## src/rtl/mem_arb_pkg.sv

```systemverilog
// Shared types and constants for the IF/MEM unified memory port arbiter.
package mem_arb_pkg;

  localparam int ADDR_W_DEF = 32;
  localparam int DATA_W_DEF = 32;
  localparam logic [DATA_W_DEF/8-1:0] BE_ALL = '1;

  typedef enum logic [2:0] {
    ST_IDLE,
    ST_D_WAIT,
    ST_F_WAIT,
    ST_D_RESP,
    ST_F_RESP
  } arb_state_e;

endpackage

```

## src/rtl/mem_port_arbiter_if.sv

```systemverilog
// Requester and memory-side signals of the memory port arbiter.
interface mem_port_arbiter_if
  import mem_arb_pkg::*;
#(
  parameter int ADDR_W = ADDR_W_DEF,
  parameter int DATA_W = DATA_W_DEF
);
  logic              w_if_req;
  logic [ADDR_W-1:0] w_if_addr;
  logic [DATA_W-1:0] w_if_rdata;
  logic              w_if_done;
  logic              w_if_stall;

  logic                w_d_req;
  logic                w_d_we;
  logic [DATA_W/8-1:0] w_d_be;
  logic [ADDR_W-1:0]   w_d_addr;
  logic [DATA_W-1:0]   w_d_wdata;
  logic [DATA_W-1:0]   w_d_rdata;
  logic                w_d_done;
  logic                w_mem_stall;

  logic                w_mreq;
  logic                w_mwe;
  logic [DATA_W/8-1:0] w_mbe;
  logic [ADDR_W-1:0]   w_maddr;
  logic [DATA_W-1:0]   w_mwdata;
  logic                w_mack;
  logic [DATA_W-1:0]   w_mrdata;
  logic                w_bus_err;

  modport slave (
    input  w_if_req, w_if_addr,
    input  w_d_req, w_d_we, w_d_be, w_d_addr, w_d_wdata,
    input  w_mack, w_mrdata,
    output w_if_rdata, w_if_done, w_if_stall,
    output w_d_rdata, w_d_done, w_mem_stall,
    output w_mreq, w_mwe, w_mbe, w_maddr, w_mwdata,
    output w_bus_err
  );

  modport master (
    output w_if_req, w_if_addr,
    output w_d_req, w_d_we, w_d_be, w_d_addr, w_d_wdata,
    output w_mack, w_mrdata,
    input  w_if_rdata, w_if_done, w_if_stall,
    input  w_d_rdata, w_d_done, w_mem_stall,
    input  w_mreq, w_mwe, w_mbe, w_maddr, w_mwdata,
    input  w_bus_err
  );

endinterface

```

## src/rtl/mem_req_latch.sv

```systemverilog
// Holding register for the outstanding memory request (w_m* bus).
module mem_req_latch #(
  parameter int ADDR_W = 32,
  parameter int DATA_W = 32
) (
  input  logic                clk,
  input  logic                rst_n,
  input  logic                load_i,
  input  logic                clr_i,
  input  logic                we_i,
  input  logic [DATA_W/8-1:0] be_i,
  input  logic [ADDR_W-1:0]   addr_i,
  input  logic [DATA_W-1:0]   wdata_i,
  output logic                mreq_o,
  output logic                mwe_o,
  output logic [DATA_W/8-1:0] mbe_o,
  output logic [ADDR_W-1:0]   maddr_o,
  output logic [DATA_W-1:0]   mwdata_o
);
  logic                mreq_q;
  logic                mwe_q;
  logic [DATA_W/8-1:0] mbe_q;
  logic [ADDR_W-1:0]   maddr_q;
  logic [DATA_W-1:0]   mwdata_q;

  always_ff @(posedge clk or negedge rst_n) begin
    if (!rst_n) begin
      mreq_q   <= 1'b0;
      mwe_q    <= 1'b0;
      mbe_q    <= '0;
      maddr_q  <= '0;
      mwdata_q <= '0;
    end else if (load_i) begin
      mreq_q   <= 1'b1;
      mwe_q    <= we_i;
      mbe_q    <= be_i;
      maddr_q  <= addr_i;
      mwdata_q <= wdata_i;
    end else if (clr_i) begin
      mreq_q   <= 1'b0;
    end
  end

  assign mreq_o   = mreq_q;
  assign mwe_o    = mwe_q;
  assign mbe_o    = mbe_q;
  assign maddr_o  = maddr_q;
  assign mwdata_o = mwdata_q;

endmodule

```

## src/rtl/mem_port_arbiter.sv

```systemverilog
// IF/MEM arbiter for a single-ported unified memory with req/ack handshake.
// Optional wait timeout with sticky bus error: define MEM_TIMEOUT_EN.
module mem_port_arbiter
  import mem_arb_pkg::*;
#(
  parameter int ADDR_W      = ADDR_W_DEF,
  parameter int DATA_W      = DATA_W_DEF,
  parameter int TIMEOUT_CYC = 255
) (
  input logic               clock,
  input logic               reset,
  mem_port_arbiter_if.slave bus
);
  localparam int BE_W = DATA_W / 8;

  arb_state_e        state_q;
  logic [DATA_W-1:0] if_rdata_q;
  logic [DATA_W-1:0] d_rdata_q;
  logic              if_done_q;
  logic              d_done_q;

  logic              grant;
  logic              in_wait;
  logic              tmo;
  logic              fin;
  logic              mwe;
  logic [BE_W-1:0]   ld_be;
  logic [ADDR_W-1:0] ld_addr;
  logic [DATA_W-1:0] ld_wdata;

  assign in_wait = (state_q == ST_D_WAIT) || (state_q == ST_F_WAIT);
  assign grant   = (state_q == ST_IDLE) && (bus.w_d_req || bus.w_if_req);
  assign fin     = in_wait && (bus.w_mack || tmo);

  // MEM is the older instruction, so it wins the port
  assign ld_be    = bus.w_d_req ? bus.w_d_be : {BE_W{BE_ALL[0]}};
  assign ld_addr  = bus.w_d_req ? bus.w_d_addr : bus.w_if_addr;
  assign ld_wdata = bus.w_d_req ? bus.w_d_wdata : '0;

  mem_req_latch #(
    .ADDR_W (ADDR_W),
    .DATA_W (DATA_W)
  ) u_req (
    .clk      (clock),
    .rst_n    (reset),
    .load_i   (grant),
    .clr_i    (fin),
    .we_i     (bus.w_d_req & bus.w_d_we),
    .be_i     (ld_be),
    .addr_i   (ld_addr),
    .wdata_i  (ld_wdata),
    .mreq_o   (bus.w_mreq),
    .mwe_o    (mwe),
    .mbe_o    (bus.w_mbe),
    .maddr_o  (bus.w_maddr),
    .mwdata_o (bus.w_mwdata)
  );

`ifdef MEM_TIMEOUT_EN
  localparam int CLG   = $clog2(TIMEOUT_CYC + 1);
  localparam int CNT_W = (CLG > 8) ? CLG : 8;

  logic [CNT_W-1:0] cnt_q;
  logic             bus_err_q;

  assign tmo = in_wait && !bus.w_mack &&
               (cnt_q == CNT_W'(TIMEOUT_CYC - 1));

  always_ff @(posedge clock or negedge reset) begin
    if (!reset) begin
      cnt_q     <= '0;
      bus_err_q <= 1'b0;
    end else begin
      if (grant)
        cnt_q <= '0;
      else if (in_wait)
        cnt_q <= cnt_q + 1'b1;
      if (tmo)
        bus_err_q <= 1'b1;
    end
  end

  assign bus.w_bus_err = bus_err_q;
`else
  logic unused_tmo;
  assign unused_tmo    = (TIMEOUT_CYC == 0);
  assign tmo           = 1'b0;
  assign bus.w_bus_err = 1'b0;
`endif

  always_ff @(posedge clock or negedge reset) begin
    if (!reset) begin
      state_q    <= ST_IDLE;
      if_rdata_q <= '0;
      d_rdata_q  <= '0;
      if_done_q  <= 1'b0;
      d_done_q   <= 1'b0;
    end else begin
      if_done_q <= 1'b0;
      d_done_q  <= 1'b0;
      unique case (state_q)
        ST_IDLE: begin
          if (bus.w_d_req)
            state_q <= ST_D_WAIT;
          else if (bus.w_if_req)
            state_q <= ST_F_WAIT;
        end
        ST_D_WAIT: begin
          if (fin) begin
            state_q  <= ST_D_RESP;
            d_done_q <= 1'b1;
            if (!mwe)
              d_rdata_q <= tmo ? '0 : bus.w_mrdata;
          end
        end
        ST_F_WAIT: begin
          if (fin) begin
            state_q    <= ST_F_RESP;
            if_done_q  <= 1'b1;
            if_rdata_q <= tmo ? '0 : bus.w_mrdata;
          end
        end
        default: state_q <= ST_IDLE;
      endcase
    end
  end

  assign bus.w_mwe       = mwe;
  assign bus.w_if_rdata  = if_rdata_q;
  assign bus.w_d_rdata   = d_rdata_q;
  assign bus.w_if_done   = if_done_q;
  assign bus.w_d_done    = d_done_q;
  assign bus.w_if_stall  = bus.w_if_req & ~if_done_q;
  assign bus.w_mem_stall = bus.w_d_req & ~d_done_q;

endmodule

```

## src/flat_wrapper.sv

```systemverilog
// flat-port wrapper written by rule: the top's interface ports become plain ports
module mem_port_arbiter_flat import mem_arb_pkg::*;
#(
  parameter int ADDR_W      = ADDR_W_DEF,
  parameter int DATA_W      = DATA_W_DEF,
  parameter int TIMEOUT_CYC = 255
)
  (clock, reset, bus_w_if_req, bus_w_if_addr, bus_w_d_req, bus_w_d_we, bus_w_d_be, bus_w_d_addr, bus_w_d_wdata, bus_w_mack, bus_w_mrdata, bus_w_if_rdata, bus_w_if_done, bus_w_if_stall, bus_w_d_rdata, bus_w_d_done, bus_w_mem_stall, bus_w_mreq, bus_w_mwe, bus_w_mbe, bus_w_maddr, bus_w_mwdata, bus_w_bus_err);
  mem_port_arbiter_if #(.ADDR_W(ADDR_W), .DATA_W(DATA_W)) bus_i ();
  input logic clock;
  input logic reset;
  input wire logic [$bits(bus_i.w_if_req)-1:0] bus_w_if_req;
  input wire logic [$bits(bus_i.w_if_addr)-1:0] bus_w_if_addr;
  input wire logic [$bits(bus_i.w_d_req)-1:0] bus_w_d_req;
  input wire logic [$bits(bus_i.w_d_we)-1:0] bus_w_d_we;
  input wire logic [$bits(bus_i.w_d_be)-1:0] bus_w_d_be;
  input wire logic [$bits(bus_i.w_d_addr)-1:0] bus_w_d_addr;
  input wire logic [$bits(bus_i.w_d_wdata)-1:0] bus_w_d_wdata;
  input wire logic [$bits(bus_i.w_mack)-1:0] bus_w_mack;
  input wire logic [$bits(bus_i.w_mrdata)-1:0] bus_w_mrdata;
  output wire logic [$bits(bus_i.w_if_rdata)-1:0] bus_w_if_rdata;
  output wire logic [$bits(bus_i.w_if_done)-1:0] bus_w_if_done;
  output wire logic [$bits(bus_i.w_if_stall)-1:0] bus_w_if_stall;
  output wire logic [$bits(bus_i.w_d_rdata)-1:0] bus_w_d_rdata;
  output wire logic [$bits(bus_i.w_d_done)-1:0] bus_w_d_done;
  output wire logic [$bits(bus_i.w_mem_stall)-1:0] bus_w_mem_stall;
  output wire logic [$bits(bus_i.w_mreq)-1:0] bus_w_mreq;
  output wire logic [$bits(bus_i.w_mwe)-1:0] bus_w_mwe;
  output wire logic [$bits(bus_i.w_mbe)-1:0] bus_w_mbe;
  output wire logic [$bits(bus_i.w_maddr)-1:0] bus_w_maddr;
  output wire logic [$bits(bus_i.w_mwdata)-1:0] bus_w_mwdata;
  output wire logic [$bits(bus_i.w_bus_err)-1:0] bus_w_bus_err;
  assign bus_i.w_if_req = bus_w_if_req;
  assign bus_i.w_if_addr = bus_w_if_addr;
  assign bus_i.w_d_req = bus_w_d_req;
  assign bus_i.w_d_we = bus_w_d_we;
  assign bus_i.w_d_be = bus_w_d_be;
  assign bus_i.w_d_addr = bus_w_d_addr;
  assign bus_i.w_d_wdata = bus_w_d_wdata;
  assign bus_i.w_mack = bus_w_mack;
  assign bus_i.w_mrdata = bus_w_mrdata;
  assign bus_w_if_rdata = bus_i.w_if_rdata;
  assign bus_w_if_done = bus_i.w_if_done;
  assign bus_w_if_stall = bus_i.w_if_stall;
  assign bus_w_d_rdata = bus_i.w_d_rdata;
  assign bus_w_d_done = bus_i.w_d_done;
  assign bus_w_mem_stall = bus_i.w_mem_stall;
  assign bus_w_mreq = bus_i.w_mreq;
  assign bus_w_mwe = bus_i.w_mwe;
  assign bus_w_mbe = bus_i.w_mbe;
  assign bus_w_maddr = bus_i.w_maddr;
  assign bus_w_mwdata = bus_i.w_mwdata;
  assign bus_w_bus_err = bus_i.w_bus_err;
  mem_port_arbiter #(.ADDR_W(ADDR_W), .DATA_W(DATA_W), .TIMEOUT_CYC(TIMEOUT_CYC)) u_core (.clock(clock), .reset(reset), .bus(bus_i));
endmodule
```

## config.mk

```make
export PLATFORM = sky130hd
export DESIGN_NAME = mem_port_arbiter_flat
export DESIGN_NICKNAME = d
export VERILOG_FILES = /design/src/rtl/mem_arb_pkg.sv /design/src/rtl/mem_port_arbiter_if.sv /design/src/rtl/mem_req_latch.sv /design/src/rtl/mem_port_arbiter.sv /design/src/flat_wrapper.sv
export SDC_FILE = /design/constraint.sdc
export NUM_CORES = 1
export LEC_CHECK = 0
export CORE_MARGIN = 1
export CORE_UTILIZATION = 44
export CTS_CLUSTER_DIAMETER = 40
export DETAILED_ROUTE_END_ITERATION = 8
export GPL_ROUTABILITY_DRIVEN = 1
export PLACE_DENSITY = 0.86
export SLEW_MARGIN = 40
export SYNTH_ARGS = -nofsm -noshare
export SYNTH_HDL_FRONTEND = slang
export SYNTH_SLANG_ARGS = --single-unit
```

## constraint.sdc

```tcl
create_clock -name clock -period 5 [get_ports clock]
set_clock_uncertainty 0.15 [all_clocks]
set_input_delay 1.25 -clock clock [delete_from_list [all_inputs] [get_ports clock]]
set_output_delay 1.25 -clock clock [all_outputs]
set_load 0.01 [all_outputs]
```

# Word level (Yosys, flattened, before mapping)
# Cells that the tools add are included.
[op_classes]
eq_ne = 5
n_mux = 13
n_reduce_logical = 9
bitwise = 6
[ops]
columns = ["operator", "count"]
rows = [
  ["$mux 32", 2],
  ["$mux 3", 4],
  ["$pmux 3 s3", 1],
  ["$reduce_and 3->1", 2],
  ["$mux 1", 5],
  ["$mux 4", 1],
  ["$ne 2x1->1 const B", 2],
  ["$and 1x1->1", 3],
  ["$eq 3x1->1 const B", 1],
  ["$eq 3x2->1 const B", 1],
  ["$logic_not 3->1", 1],
  ["$ne 3x3->1 const B", 1],
  ["$not 1->1", 3],
  ["$logic_and 1x1->1", 2],
  ["$logic_or 1x1->1", 2],
  ["$reduce_and 2->1", 1],
  ["$reduce_bool 2->1", 1],
]
[totals]
reg_bits = 139
output_inout_bits = 139
word_cells = 43
in_bits = 138

# Longest topological paths before layout
# Gate-level depths: netlist of the first run.
[logic_depth]
word_depth = 5
depth_mapped = 6
mapped_depth_nobuf = 3

# Hierarchy
# A second synthesis of the first run with hierarchy kept.
[unflattened]
cells_unflattened = 385
area_unflattened_um2 = 6317.3
[by_module_without_submodules]
columns = ["mod", "cells_each", "seq_area_each_um2", "area_per_inst_um2", "instances"]
rows = [
  ["mem_port_arbiter", 236, 1726.7, 3367.0, 1],
  ["mem_req_latch", 149, 1751.7, 2950.3, 1],
]

# Least setup slack after synthesis of the first run
# Ideal clock, no wire load.
[synth_path]
path_type = "input -> output"
from = "in bus_w_d_req"
to = "out bus_w_mem_stall"
n_path_buf = 2
arrival_ns = 1.991
stages = 3
t_required_ns = 3.600
path_slack_ns = 1.609
path_cell_list = "buf_2 > buf_1 > nor2b_1"
[synth_between]
elab_chain_len = 1
[synth_lines]
columns = ["element", "line_no", "text"]
rows = [
  ["start, declared", "flat_wrapper.sv:14", "input wire logic [$bits(bus_i.w_d_req)-1:0] bus_w_d_req;"],
  ["$and 1x1->1", "mem_port_arbiter.sv:134", "assign bus.w_mem_stall = bus.w_d_req & ~d_done_q;"],
  ["end, declared", "flat_wrapper.sv:26", "output wire logic [$bits(bus_i.w_mem_stall)-1:0] bus_w_mem_stall;"],
]
# No other way between the ends.

# Final worst setup path of the first run
[layout_path]
from = "in bus_w_if_req"
to = "out bus_w_if_stall"
[layout_between]
elab_chain_len = 1
[layout_lines]
columns = ["element", "line_no", "text"]
rows = [
  ["start, declared", "flat_wrapper.sv:12", "input wire logic [$bits(bus_i.w_if_req)-1:0] bus_w_if_req;"],
  ["$and 1x1->1", "mem_port_arbiter.sv:133", "assign bus.w_if_stall = bus.w_if_req & ~if_done_q;"],
  ["end, declared", "flat_wrapper.sv:23", "output wire logic [$bits(bus_i.w_if_stall)-1:0] bus_w_if_stall;"],
]
# No other way between the ends.

==> impl_metrics.yaml, run 1 <==
pwr:
  power.share.clock_pct: 19.8
  power_frac_seq_pct: 34.1
  irDropWorstVdd_mv: 0.374
  power.density_nw_per_um2: 637
  comb_power_share_pct: 46.1
  p_sw_mw: 1.77
  p_int_mw: 4.10
  leakagePower_nw: 3.94
  swShare_pct: 30.2
yosys:
  synth_cell_types: 31
  synth_top_family_by_area: "multiplexers"
  synth_seq_cells: 139
  avgSynthCellArea_um2: 16.6
  synth_common_cells: "139 x dfrtp_1, 63 x mux2_2, 56 x mux2_4"
  synthArstFlopShare_pct: 100
  yosysTopAreaCellShare_pct: 59.9
  synth_seq_area_share_pct: 59.9
  synth_compound_area_share_pct: 6.27
  synth-simple-area-share_pct: 1.79
  synth_area_leaders: "dfrtp_1 60%, mux2_4 14%, mux2_2 12%, a22o_1 5.0%, mux2_1 1.7%"
  syn-num-nets: 488
  synth-edff-count: 0
  ys.flop_type: "dfrtp_1"
  synth_most_common_cell: "dfrtp_1"
  synth_adder_area_share_pct: 0
  synth_warnings: 0
  synthCells: 350
  syn_area_um2: 5810
  synth.mux.area_fraction_pct: 28.4
  yosys.area.top_type: "dfrtp_1"
  synth_xor_area_share_pct: 0
outcome:
  status: "completed"
die:
  die_h_um: 117
  fp.dieW_um: 117
  ios: 277
  dieArea_um2: 13700
  coreArea_um2: 12700
  rows: 41
  initial_utilization_pct: 45.7
critical_path:
  cp.arrival_ns: 2.57
  cp-start-kind: "input pin"
  cp.required_ns: 3.60
  path_buf_inv: 3
  cp_cell_sequence: "clkdlybuf4s50_1, inv_1, nor2_1, clkdlybuf4s50_1"
  path_common_cell: "clkdlybuf4s50_1"
  reg2reg_from: "u_core.state_q[2]"
  critPathMaxFanout: 3
  max_stage_delay_ns: 0.57
  endpoint_kind: "output port"
  slowest_stage: "clkdlybuf4s50_1"
  r2r_slack_ns: 2.78
  rr_endpoint: "u_core.u_req.maddr_o[0]"
  r2r_cells: 3
  critical_path_class: "in2out"
  crit_family: "buffers and inverters"
worst_hold_path:
  min-delay-start: "u_core.bus.w_if_rdata[5]"
  worstHoldEndpoint: "u_core.bus.w_if_rdata[5]"
  hold_path_class: "reg2reg"
  min_path_cells: 1
layout:
  diodes: 0
  area_growth_pct: 58.5
  nFillCells: 847
  finalInstanceArea_um2: 9210
  fin_nets: 766
  drive_above_1_share_pct: 25.5
cts:
  worstSkewPairLatency_ns: 0.41
  postCtsSetupBuffers: 0
  root_buffer: "clkbuf_16"
  cts_tree: "yes"
  cts.clk_slew.worst_paths_ns: 0.05
  hold_buffers: 0
  clock-sinks: 139
  cts_buffer_depth: 2
  htreeDepth: 4
  cts_resized: 0
  cts-buffers-inserted: 17
timing:
  rsz0062_at_grt: "no"
  period_needed_ns: 3.97
  hold_violations: 0
  maxSlewHeadroom_pct: 56.4
  tns_ns: 0
  setup_viol: 0
  max_freq_mhz: 252
  slew_viol_final: 0
  fin_crit_sh_pct: 79.5
  worstMarginPinSlew_ns: 0.654
job:
  drv_cap: 0
routing:
  antenna_left: 0
  drt_iter0_drc: 200
  via_per_inst: 5.01
  dr.pass1.iters: 4
  drc: 0
  route.vias.total: 4066
  avgRoutedWirePerCell_um: 19.2
  wirelength_mm: 15.6
placed_design:
  dpl_cell_area_um2: 8660
  place_congestion: 0.769
  portBuffers: 275
  dpl.hpwl_mm: 11.4
global_routing:
  grt_max_degree: 54
  grt_pass1_wl_mm: 23.5
  grt_pass1_vias: 4406
  grt_overflow: 0
  grtUsageTotal_pct: 23.4
  antenna_found_initial: 0
==> cells in the final DEF, fill, tap and decap left out, types with 2 or more instances in the layout <==
| cell type | count |
|---|---|
| clkinv_2 | 4 |
| mux2_2 | 63 |
| inv_1 | 3 |
| nor2_1 | 2 |
| mux2_4 | 56 |
| clkbuf_1 | 4 |
| o22a_1 | 4 |
| mux2_1 | 9 |
| dfrtp_1 | 139 |
| buf_4 | 6 |
| a22o_1 | 33 |
| nor3_1 | 3 |
| clkdlybuf4s50_1 | 273 |
| clkbuf_16 | 17 |
| clkbuf_8 | 3 |
==> worst register-to-register path, cell delays in order, from the launching register on <==
cell and delay, ns:
dfrtp_1 0.49, nor3_2 0.42, o21a_4 0.62, mux2_2 0.43
==> power groups by stage <==
| stage | clock, mW | sequential, mW | combinational, mW |
|---|---|---|---|
| final | 1.16 | 2.00 | 2.70 |
| after global routing | 1.24 | 2.06 | 2.85 |
| after CTS | 1.19 | 2.00 | 2.73 |
| after detailed placement | 0 | 2.01 | 2.71 |
| after global placement | 0 | 1.98 | 2.63 |
| after floorplan | 0 | 2.22 | 1.08 |
==> how the worst max path moves through the flow <==
stage	from	depth (start not counted)	end
3_5_place_dp	bus_w_if_req	4	bus_w_if_stall
6_report	bus_w_if_req	4	bus_w_if_stall
4_1_cts	bus_w_if_req	4	bus_w_if_stall
2_1_floorplan	bus_w_d_req	3	bus_w_mem_stall
3_3_place_gp	bus_w_if_req	4	bus_w_if_stall
5_1_grt	bus_w_if_req	4	bus_w_if_stall
==> kinds of logic after synthesis <==
family / after synthesis
AOI/OAI and AO/OA: 43
and+or+nand+nor: 13
DFF: 139
other: 1
muxes: 128
buffers and inverters: 26
==> layer usage <==
metal | vias to the layer above | global-route usage, % | routed length (um)
met5 | - | 0 | 0
met4 | 0 | 9.62 | 355
met3 | 30 | 8.03 | 1310
met2 | 171 | 40.9 | 8060
met1 | 2045 | 26.3 | 5910
li1 | 1820 | - | -
==> final cells by class <==
type	instances	area [um2]	area share [%]
multi-input cells	185	2140	23.3
well taps	172	215	2.34
clock inverters	7	66.3	0.720
repair buffers	282	2810	30.5
clock buffers	24	482	5.23
inverters	3	11.3	0.122
flip-flops and latches	139	3480	37.8
==> state kept, by name, indices dropped and copies added (netlist names) <==
signal                 cells
u_core.u_req.mreq_o        1
u_core.state_q             3
u_core.bus.w_d_done        1
u_core.u_req.mwdata_o     32
u_core.bus.w_if_rdata     32
u_core.u_req.mwe_o         1
u_core.bus.w_if_done       1
u_core.u_req.maddr_o      32
u_core.u_req.mbe_o         4
u_core.bus.w_d_rdata      32
==> stage by stage <==
stage / utilization [%] / hold WS [ns] / power [mW] / setup slack, ns / std cells
final: 72.4 / 0.341 / 5.87 / 1.03 / 812
after global routing: 72.4 / 0.360 / 6.16 / 0.963 / 812
after CTS: 72.4 / 0.347 / 5.92 / 1.02 / 812
after detailed placement: 68.0 / 0.334 / 4.72 / 1.05 / 781
after global placement: 67.9 / 0.317 / 4.61 / 1.04 / 780
after floorplan: - / 0.379 / 3.30 / 1.61 / 350
No activity file was read; power rests on OpenSTA's default activity.
==> run 2, diff against run 1 <==
- CORE_UTILIZATION: 44 -> 37
- PLACE_DENSITY: 0.86 -> 0.77
- clock period: 5 -> 3.36 ns (I/O delays scaled with it)
==> impl_metrics.yaml, run 2 (synthesized netlist as in run 1, its figures left out) <==
outcome:
  status: "completed"
cts:
  cts_buffer_depth: 2
  cts_resized: 0
  cts.clk_slew.worst_paths_ns: 0.06
  worstSkewPairLatency_ns: 0.41
  cts-buffers-inserted: 17
  htreeDepth: 4
  clock-sinks: 139
  cts_tree: "yes"
  root_buffer: "clkbuf_16"
  postCtsSetupBuffers: 0
  hold_buffers: 0
layout:
  final_cell_mix: "273 x clkdlybuf4s50_1, 139 x dfrtp_1, 63 x mux2_2, 56 x mux2_4, 33 x a22o_1"
  area_growth_pct: 60.0
  diodes: 0
  nFillCells: 1201
  drive_above_1_share_pct: 25.4
  multi_input_area_um2: 2140
  register_area_um2: 3480
  fin_nets: 768
  final_common_cell: "clkdlybuf4s50_1"
routing:
  dr.pass1.iters: 4
  drc: 0
  via_per_inst: 4.69
  antenna_left: 0
  avgRoutedWirePerCell_um: 18.3
  drt_iter0_drc: 124
  wirelength_mm: 15.6
  route.vias.total: 3998
pwr:
  power_mw: 8.73
  leakagePower_nw: 3.95
  power.density_nw_per_um2: 940
  irDropWorstVdd_mv: 0.490
timing:
  max_freq_mhz: 318
  slew_viol_final: 0
  rsz0062_at_grt: "no"
  tns_ns: 0
  period_needed_ns: 3.15
  fin_crit_sh_pct: 93.7
  worstMarginPinSlew_ns: 0.654
  setup_viol: 0
  maxSlewHeadroom_pct: 56.4
  hold_violations: 0
critical_path:
  slowest_stage: "clkdlybuf4s50_1"
  reg2reg_from: "u_core.state_q[2]"
  cp-startpoint: "bus_w_if_req"
  cp.depth: 4
  path_common_cell: "clkdlybuf4s50_1"
  max_stage_delay_ns: 0.55
  critical_path_class: "in2out"
  cp.required_ns: 2.37
  path_buf_inv: 3
  cp.arrival_ns: 2.16
  cp_cell_sequence: "clkdlybuf4s50_1, inv_1, nor2_1, clkdlybuf4s50_1"
  r2r_cells: 4
  critPathMaxFanout: 3
  cp-start-kind: "input pin"
  crit_family: "buffers and inverters"
  endpoint_kind: "output port"
job:
  drv_cap: 0
die:
  fp.dieW_um: 127
  dieArea_um2: 16200
  rows: 45
  initial_utilization_pct: 38.1
  coreArea_um2: 15300
  die_h_um: 127
  ios: 277
global_routing:
  grt_pass1_vias: 4428
  grt_max_degree: 72
  grtUsageTotal_pct: 19.5
  grt_pass1_wl_mm: 23.9
  grt_overflow: 0
  antenna_found_initial: 0
placed_design:
  place_congestion: 0.776
  portBuffers: 275
  dpl.hpwl_mm: 11.2
worst_hold_path:
  hold_path_class: "in2async"
[run 2: cell count changes in the layout (fill, tap and decap cells not counted), sizes merged]
cell / delta
buf: +2
clkbuf: -1
clkinv: -1
clkinvlp: +1
[run 2: layout make-up]
cell class	instances	share of cell area (%)
multi-input combinational	185	23.0
clock inverter	7	0.741
tap	211	2.84
clock buffer	23	5.04
timing repair buffer	284	30.8
inverter	3	0.121
sequential	139	37.4
[run 2: worst paths after layout]
path	end	slack (ns)
setup / recovery	bus_w_if_stall	0.21
hold / removal	u_core.bus.w_d_rdata[4]	0.27
setup reg to reg	u_core.u_req.maddr_o[2]	1.33
hold reg to reg	u_core.bus.w_if_rdata[9]	0.33
max in group asynchronous	u_core.bus.w_if_rdata[18]	1.96
min in group clock	u_core.bus.w_if_rdata[9]	0.33
[run 2: stage by stage]
| stage | util, % | hold slack [ns] | std cells | setup slack [ns] | area (um2) |
|---|---|---|---|---|---|
| global route | 60.9 | 0.307 | 852 | 0.113 | 9290 |
| CTS | 60.9 | 0.288 | 852 | 0.208 | 9290 |
| floorplan | - | 0.379 | 350 | 0.789 | 5810 |
| detailed placement | 57.4 | 0.332 | 822 | 0.225 | 8760 |
| finish | 60.9 | 0.270 | 852 | 0.211 | 9290 |
| global placement | 57.4 | 0.318 | 822 | 0.221 | 8760 |
[run 2: metal layers]
| metal | vias up | track usage (%) | routed length [um] |
|---|---|---|---|
| met5 | - | 0 | 0 |
| met4 | 0 | 6.65 | 218 |
| met3 | 18 | 6.83 | 1230 |
| met2 | 165 | 34.2 | 8000 |
| met1 | 1994 | 22.0 | 6140 |
| li1 | 1821 | - | - |
[run 2: power by group]
group          switching [mW]  internal (mW)  leakage, nW
Clock                   0.667           1.04        0.259
Sequential              0.486           2.49         1.68
Combinational            1.48           2.57         2.01
Total                    2.63           6.10         3.95
==> run 3, diff against run 2 <==
- CORE_MARGIN: 1 -> not set
==> results of run 3 <==
The final DEF is identical to that of run 2; final timing and power are the same.
